## src/rtl/cpu_pkg.sv

```systemverilog
// Shared CPU definitions: the multi-cycle operation state encoding and default datapath width,
// common to the mult, div and ALU blocks.
package cpu_pkg;

  localparam int unsigned DefaultWidth = 32;

  typedef enum logic [1:0] {
    StIdle,
    StRun,
    StDone
  } op_state_e;

endpackage

```

## src/rtl/mult_abs.sv

```systemverilog
// Conditional two's-complement negate: val_o = neg_i ? -val_i : val_i.
module mult_abs #(
  parameter int unsigned Width = 32
) (
  input  logic [Width-1:0] val_i,
  input  logic             neg_i,
  output logic [Width-1:0] val_o
);

  always_comb begin
    val_o = neg_i ? (~val_i + Width'(1)) : val_i;
  end

endmodule

```

## src/rtl/mult.sv

```systemverilog
// Sequential signed multiplier: sign/magnitude shift-add, one multiplier bit per cycle,
// result {hi,lo} registered on the final iteration.
module mult
  import cpu_pkg::*;
#(
  parameter int unsigned WIDTH = DefaultWidth
) (
  input  logic             clk,
  input  logic             reset,
  input  logic [WIDTH-1:0] srcA,
  input  logic [WIDTH-1:0] srcB,
  input  logic             multCtrl,
  output logic             multBusy,
  output logic             multDone,
  output logic [WIDTH-1:0] hi,
  output logic [WIDTH-1:0] lo
);

  localparam int unsigned CntW = $clog2(WIDTH) + 1;

  op_state_e state_q, state_d;
  logic [2*WIDTH-1:0] mcand_q, mcand_d;
  logic [2*WIDTH-1:0] acc_q, acc_d;
  logic [WIDTH-1:0]   mplier_q, mplier_d;
  logic [CntW-1:0]    cnt_q, cnt_d;
  logic               sign_q, sign_d;
  logic [WIDTH-1:0]   hi_q, hi_d;
  logic [WIDTH-1:0]   lo_q, lo_d;

  logic [WIDTH-1:0]   a_mag, b_mag;
  logic [2*WIDTH-1:0] acc_sum, res;

  // The most-negative operand negates to itself, which read unsigned is the correct magnitude.
  mult_abs #(.Width(WIDTH)) u_abs_a (
    .val_i (srcA),
    .neg_i (srcA[WIDTH-1]),
    .val_o (a_mag)
  );

  mult_abs #(.Width(WIDTH)) u_abs_b (
    .val_i (srcB),
    .neg_i (srcB[WIDTH-1]),
    .val_o (b_mag)
  );

  mult_abs #(.Width(2 * WIDTH)) u_abs_res (
    .val_i (acc_sum),
    .neg_i (sign_q),
    .val_o (res)
  );

  always_comb begin
    acc_sum = acc_q + (mplier_q[0] ? mcand_q : '0);
  end

  always_comb begin
    state_d  = state_q;
    mcand_d  = mcand_q;
    acc_d    = acc_q;
    mplier_d = mplier_q;
    cnt_d    = cnt_q;
    sign_d   = sign_q;
    hi_d     = hi_q;
    lo_d     = lo_q;

    unique case (state_q)
      StIdle, StDone: begin
        if (multCtrl) begin
          mcand_d  = {{WIDTH{1'b0}}, a_mag};
          mplier_d = b_mag;
          sign_d   = srcA[WIDTH-1] ^ srcB[WIDTH-1];
          acc_d    = '0;
          cnt_d    = '0;
          state_d  = StRun;
        end else if (state_q == StDone) begin
          state_d = StIdle;
        end
      end
      StRun: begin
        acc_d    = acc_sum;
        mcand_d  = mcand_q << 1;
        mplier_d = mplier_q >> 1;
        cnt_d    = cnt_q + CntW'(1);
        if (cnt_q == CntW'(WIDTH - 1)) begin
          {hi_d, lo_d} = res;
          state_d      = StDone;
        end
      end
      default: state_d = StIdle;
    endcase
  end

  always_ff @(posedge clk or posedge reset) begin
    if (reset) begin
      state_q  <= StIdle;
      mcand_q  <= '0;
      acc_q    <= '0;
      mplier_q <= '0;
      cnt_q    <= '0;
      sign_q   <= 1'b0;
      hi_q     <= '0;
      lo_q     <= '0;
    end else begin
      state_q  <= state_d;
      mcand_q  <= mcand_d;
      acc_q    <= acc_d;
      mplier_q <= mplier_d;
      cnt_q    <= cnt_d;
      sign_q   <= sign_d;
      hi_q     <= hi_d;
      lo_q     <= lo_d;
    end
  end

  assign multBusy = (state_q == StRun);
  assign multDone = (state_q == StDone);
  assign hi       = hi_q;
  assign lo       = lo_q;

endmodule

```

## config.mk

```make
export PLATFORM = sky130hd
export DESIGN_NAME = mult
export DESIGN_NICKNAME = d
export VERILOG_FILES = /design/src/rtl/cpu_pkg.sv /design/src/rtl/mult_abs.sv /design/src/rtl/mult.sv
export SDC_FILE = /design/constraint.sdc
export NUM_CORES = 1
export LEC_CHECK = 0
export ABC_AREA = 1
export CAP_MARGIN = 5
export CELL_PAD_IN_SITES_DETAIL_PLACEMENT = 0
export CELL_PAD_IN_SITES_GLOBAL_PLACEMENT = 1
export CORE_MARGIN = 10
export CORE_UTILIZATION = 43
export DETAILED_ROUTE_END_ITERATION = 12
export MAX_ROUTING_LAYER = met4
export PLACE_DENSITY = 0.9
export SYNTH_ARGS = -nofsm -noshare
export SYNTH_HDL_FRONTEND = slang
export SYNTH_SLANG_ARGS = --single-unit
```

## constraint.sdc

```tcl
create_clock -name clk -period 8.68 [get_ports clk]
set_input_delay 1.736 -clock clk [delete_from_list [all_inputs] [get_ports clk]]
set_output_delay 1.736 -clock clk [all_outputs]
set_load 0.005 [all_outputs]
```

# [After elaboration in Yosys (flattened, before gate mapping)]
# Index checks and enable logic that the tools add are counted.
[classes] n_addsub=5 eq_ne=6 n_bitwise=4 n_reduce_logical=7 mux=16
[op_table] op="$mux 64" count=4
[op_table] op="$pmux 64 s2" count=2
[op_table] op="$mux 32" count=3
[op_table] op="$add 32x1->32 const B" count=2
[op_table] op="$add 64x1->64 const B" count=1
[op_table] op="$add 64x64->64" count=1
[op_table] op="$not 32->32" count=2
[op_table] op="$not 64->64" count=1
[op_table] op="$pmux 32 s2" count=1
[op_table] op="$pmux 6 s2" count=1
[op_table] op="$reduce_and 2->1" count=4
[op_table] op="$add 6x1->6 const B" count=1
[op_table] op="$eq 6x5->1 const B" count=1
[op_table] op="$mux 2" count=3
[op_table] op="$mux 6" count=1
[op_table] op="$pmux 2 s2" count=1
[op_table] op="$ne 3x3->1 const B" count=1
[op_table] op="$eq 2x1->1 const B" count=1
[op_table] op="$eq 2x2->1 const B" count=1
[op_table] op="$logic_not 2->1" count=1
[op_table] op="$ne 2x1->1 const B" count=1
[op_table] op="$ne 2x2->1 const B" count=1
[op_table] op="$reduce_bool 2->1" count=1
[op_table] op="$reduce_or 2->1" count=1
[op_table] op="$xor 1x1->1" count=1
[totals] input_bits=67 elab_cells=46 register_bits=233

# [Logic depth before layout (Yosys ltp)]
[logic_depth] ltp_word=5 mapped_depth=28

# [By module]
# Synthesis repeated with hierarchy kept, for this count alone.
[unflattened] cells_unflattened=3353 hier_area_um2=20300.7
[modules_own_cells] module="mult" cells_per_inst=2401 area_per_inst_um2=15617.5 n_inst=1
[modules_own_cells] module="mult_abs (u_abs_res)" cells_per_inst=498 area_per_inst_um2=2466.1 n_inst=1
[modules_own_cells] module="mult_abs (u_abs_a ...)" cells_per_inst=227 area_per_inst_um2=1108.6 n_inst=2

# [Worst setup path before layout]
# OpenSTA, ideal clock, no wires.
[synth_timing] path_type="in2reg" startpoint="input port srcB[0]" endpoint="register mplier_q[24]" path_stages=17 setup_slack_ns=4.978 t_arrival_ns=3.562 cell_sequence="inv_1 > ha_1 > inv_1 > nor3_1 > nand2_1 > nor3_1 > nand2_1 > nor2_1 > nand2_1 > nor3_1 > nand2_1 > inv_1 > nand3_1 > a21oi_1 > nor2_1 > nand2_1 > o221ai_1"
[synth_via] elab_chain_cells=5
[synth_lines] item="start, declared" line_no="mult.sv:11" text="input logic [WIDTH-1:0] srcB,"
[synth_lines] item="$not 32->32" line_no="mult_abs.sv:11" text="val_o = neg_i ? (~val_i + Width'(1)) : val_i;"
[synth_lines] item="$add 32x1->32" line_no="mult_abs.sv:11"
[synth_lines] item="$mux 32" line_no="mult_abs.sv:11"
[synth_lines] item="$mux 32" line_no="mult.sv:68" text="if (multCtrl) begin"
[synth_lines] item="$pmux 32 s2" line_no="mult.sv:66" text="unique case (state_q)"
[synth_lines] item="end signal, assigned" line_no="mult.sv:107" text="mplier_q <= mplier_d;"
[synth_lines] item="end, declared" line_no="mult.sv:24" text="logic [WIDTH-1:0] mplier_q, mplier_d;"
# Every way passes these cells. The select of a mux whose other input is x is not followed.
# A chain may end at the register's enable or synchronous reset.

# [Worst setup path after layout]
[layout_timing] startpoint="register mplier_q[0]" endpoint="register hi_q[28] (netlist: hi[28])"
[layout_via] elab_chain_cells=5
[layout_lines] item="$mux 64 *" line_no="mult.sv:53" text="acc_sum = acc_q + (mplier_q[0] ? mcand_q : '0);"
[layout_lines] item="$add 64x64->64 *" line_no="mult.sv:53"
[layout_lines] item="$not 64->64" line_no="mult_abs.sv:11"
[layout_lines] item="$add 64x1->64" line_no="mult_abs.sv:11"
[layout_lines] item="$mux 64 *" line_no="mult_abs.sv:11"
[layout_lines] item="end signal, assigned" line_no="mult.sv:110" text="hi_q <= hi_d;"
[layout_lines] item="end, declared" line_no="mult.sv:27" text="logic [WIDTH-1:0] hi_q, hi_d;"
# Every way passes the cells marked *; elsewhere a longest branch is shown, timed or not.

==> results.yml <==
setup_path:
  startpoint_type: "flop"
  cpMostUsedCell: "nand3_1"
  crit_chain: "buf_4 -> nand2_1 -> inv_1 -> ha_1 -> inv_1 -> fa_1 -> ha_1 -> a21boi_0 -> nand3_1 -> inv_1 -> nand2_1 -> nor2_2 -> nand3_1 -> nor2_1 -> nand3_2 -> nor2_1 -> nand3_1 -> nand2_1 -> nand3_1 -> nand3_1 -> nand2_1"
  arrival_ns: 5.30
  critPathMaxStageDelay_ns: 0.95
  cp_max_fo: 41
  criticalPathCategory: "flop to flop"
  crit_path_top_delay_cell: "dfrtp_2"
  end_kind: "flop"
  worstPathRequired_ns: 9.13
cells_and_area:
  fin_nets: 3346
  layout-drive-gt1-share_pct: 5.60
  ff_latch_area_um2: 5830
  fill_cells: 4693
  area_growth_pct: 15.3
  multi_input_comb_area_um2: 11000
  fin_area_um2: 22100
  post-route-util_pct: 50.1
  final_cells: 3824
die:
  num_rows: 77
  die_w_um: 231
  core_um2: 44100
  pin_count: 133
  start_util_pct: 43.4
  die_area_um2: 53400
  fp.dieH_um: 231
grt:
  top_usage_layer: "met1"
  grt_overflow: 0
  grt_use_met2_pct: 38.6
  grt_max_degree: 153
  first_global_vias: 19300
  met3_usage_pct: 3.48
  grt_antenna_before_repair: 1
  grtUsageTotal_pct: 27.1
  grt_use_met1_pct: 40.0
  grt_pass1_wl_um: 111000
clocking:
  cts_buffers: 28
  cts.reportedPaths.clkPinSlew_ns: 0.06
  cts-root-buf: "clkbuf_16"
  clock-sinks: 233
  htreeDepth: 1
  cts_resized: 0
  cts_buffer_depth: 3
  clock_latency_ns: 0.57
  cts_setup_buffers: 0
  cts_tree: "done"
  ctsHoldBuffers: 0
timing:
  fmax_ghz: 0.206
  hold_viol: 0
  min_period_over_period_pct: 55.9
  slew_headroom_pct: 29.3
  finClkSkew_ns: 0.0223
  setup_viol: 0
  setup_tns_ns: 0
  fin_crit_ns: 4.85
  rsz0062_at_grt: "false"
  slew_violations: 0
  worst_pin_slew_ns: 1.06
route:
  ant_nets: 0
  viasPerCell: 5.27
  drtIter0Drc: 1785
  wl_per_cell_um: 18.7
  first_pass_iters: 6
  route.detailed.drc: 0
  vias: 20200
  finalWirelength_um: 71500
hold_path:
  hp-class: "flop to flop"
power:
  p_leak_uw: 0.0118
  irDropWorstVdd_uv: 165
  powerDensity_nw_per_um2: 397
  total_power_uw: 8770
place:
  port_buffers: 132
  place_area_um2: 21100
  hpwl_um: 57300
  dp.cells: 3773
  gp_congestion: 1.01
synthesis:
  ys_seq_elements: 233
  synth_cells: 3113
  ys_warn_count: 0
  avgSynthCellArea_um2: 6.16
  ys_types: 47
  synth_fp_nets: 3248
  netlist_area_um2: 19200
  ys_seq_area_share_pct: 30.4
outcome:
  status: "finished clean"
flow_run:
  maxCapViolations: 0
-- state kept, by name, indices dropped and copies added (netlist names) --
signal and count:
acc_q 64, mcand_q 64, state_q 2, lo 32
hi 32, sign_q 1, cnt_q 6, mplier_q 32
-- final timing paths --
check / start / end / slack [ns] / cells after the start
max: mplier_q[0]$_DFFE_PP0P_ / hi[28]$_DFFE_PP0P_ / 3.83 / 21
min: hi[10]$_DFFE_PP0P_ / hi[10]$_DFFE_PP0P_ / 0.49 / 2
max reg2reg: mplier_q[0]$_DFFE_PP0P_ / hi[28]$_DFFE_PP0P_ / 3.83 / 21
min reg2reg: hi[10]$_DFFE_PP0P_ / hi[10]$_DFFE_PP0P_ / 0.49 / 2
max in group asynchronous: reset / acc_q[55]$_DFFE_PP0P_ / 5.77 / 3
min in group asynchronous: reset / mplier_q[27]$_DFFE_PP0P_ / 1.64 / 2
-- area by class of cell --
type | instances | area share [%]
Timing Repair Buffer | 143 | 6.41
Clock buffer | 34 | 3.51
Sequential cell | 233 | 26.4
Antenna cell | 1 | 0.0113
Tap cell | 592 | 3.35
Multi-Input combinational cell | 2264 | 49.9
Inverter | 541 | 9.23
Clock inverter | 16 | 1.13
-- cells in the mapped netlist (all sizes together) --
| cell type | instances | area [µm²] |
|---|---|---|
| clkbuf | 57 | 214 |
| inv | 534 | 2000 |
| nand2 | 1220 | 4670 |
| or2 | 5 | 31.3 |
| dfrtp | 233 | 5830 |
| o211ai | 15 | 113 |
| o221ai | 37 | 324 |
| clkinv | 7 | 26.3 |
| a22o | 1 | 8.76 |
| nor3 | 28 | 145 |
| nand3 | 186 | 1040 |
| a32o | 2 | 20.0 |
| buf | 18 | 75.1 |
| a21oi | 82 | 414 |
| and2 | 2 | 12.5 |
| o21ai | 161 | 817 |
| nand4 | 29 | 181 |
| o311ai | 8 | 70.1 |
| a21boi | 2 | 15.0 |
| a221o | 2 | 20.0 |
| fa | 1 | 20.0 |
| o22ai | 33 | 206 |
| o31ai | 1 | 7.51 |
| xor2 | 58 | 508 |
| a31oi | 4 | 25.0 |
| o21bai | 6 | 45.0 |
| ha | 67 | 838 |
| a221oi | 1 | 8.76 |
| nor4 | 8 | 50.1 |
| nand3b | 13 | 97.6 |
| o21a | 1 | 7.51 |
| nor2 | 273 | 1160 |
| nor3b | 1 | 7.51 |
| xnor2 | 17 | 149 |
-- stage by stage --
step                      hold slack [ns]  setup slack (ns)
final                               0.488              3.83
after global routing                0.512              3.55
after CTS                           0.491              3.90
after detailed placement            0.471              3.65
after global placement              0.467              3.70
after floorplan                     0.453             0.554
-- kinds of logic after synthesis --
| kind of cell | Yosys count | synth area share [%] |
|---|---|---|
| compound gates | 356 | 11.0 |
| simple gates | 1765 | 38.6 |
| buf+inv | 616 | 12.1 |
| flops | 233 | 30.4 |
| xor+xnor | 75 | 3.43 |
| fa+ha+maj | 68 | 4.48 |
-- where the power goes --
group          internal [µW]  switching [µW]
logic                   1620            3990
registers               1510             316
clock network            812             506
-- worst max-delay path: cells and delay by family (launching register included) --
family / cells / cell delay, ns
flip-flops: 1 / 0.95
AND/OR/NAND/NOR: 13 / 1.88
adder cells (fa/ha/maj): 3 / 0.97
buffers and inverters: 4 / 0.63
AO/OA/AOI/OAI: 1 / 0.27
-- layer usage --
layer | wire (µm) | share of wire, % | vias up
li1 | - | - | 9910
met1 | 35400 | 50 | 9425
met2 | 29500 | 41 | 763
met3 | 5350 | 7.5 | 67
met4 | 1280 | 1.8 | 0
met5 | 0 | 0 | -
-- layout by cell type, fill, tap and decap left out, types with 6 or more instances in the layout --
| cell type | count |
|---|---|
| a21oi_1 | 81 |
| buf_4 | 10 |
| bufinv_16 | 6 |
| clkbuf_16 | 29 |
| clkdlybuf4s50_1 | 132 |
| clkinv_1 | 6 |
| dfrtp_1 | 231 |
| ha_1 | 67 |
| inv_1 | 518 |
| inv_2 | 15 |
| nand2_1 | 1182 |
| nand2_2 | 36 |
| nand3_1 | 167 |
| nand3_2 | 17 |
| nand3b_1 | 13 |
| nand4_1 | 29 |
| nor2_1 | 237 |
| nor2_2 | 26 |
| nor2_4 | 10 |
| nor3_1 | 27 |
| nor4_1 | 8 |
| o211ai_1 | 15 |
| o21ai_0 | 147 |
| o21ai_1 | 11 |
| o21bai_1 | 6 |
| o221ai_1 | 37 |
| o22ai_1 | 33 |
| o311ai_0 | 8 |
| xnor2_1 | 17 |
| xor2_1 | 58 |
Note: power is estimated with default switching activity, not from simulation.
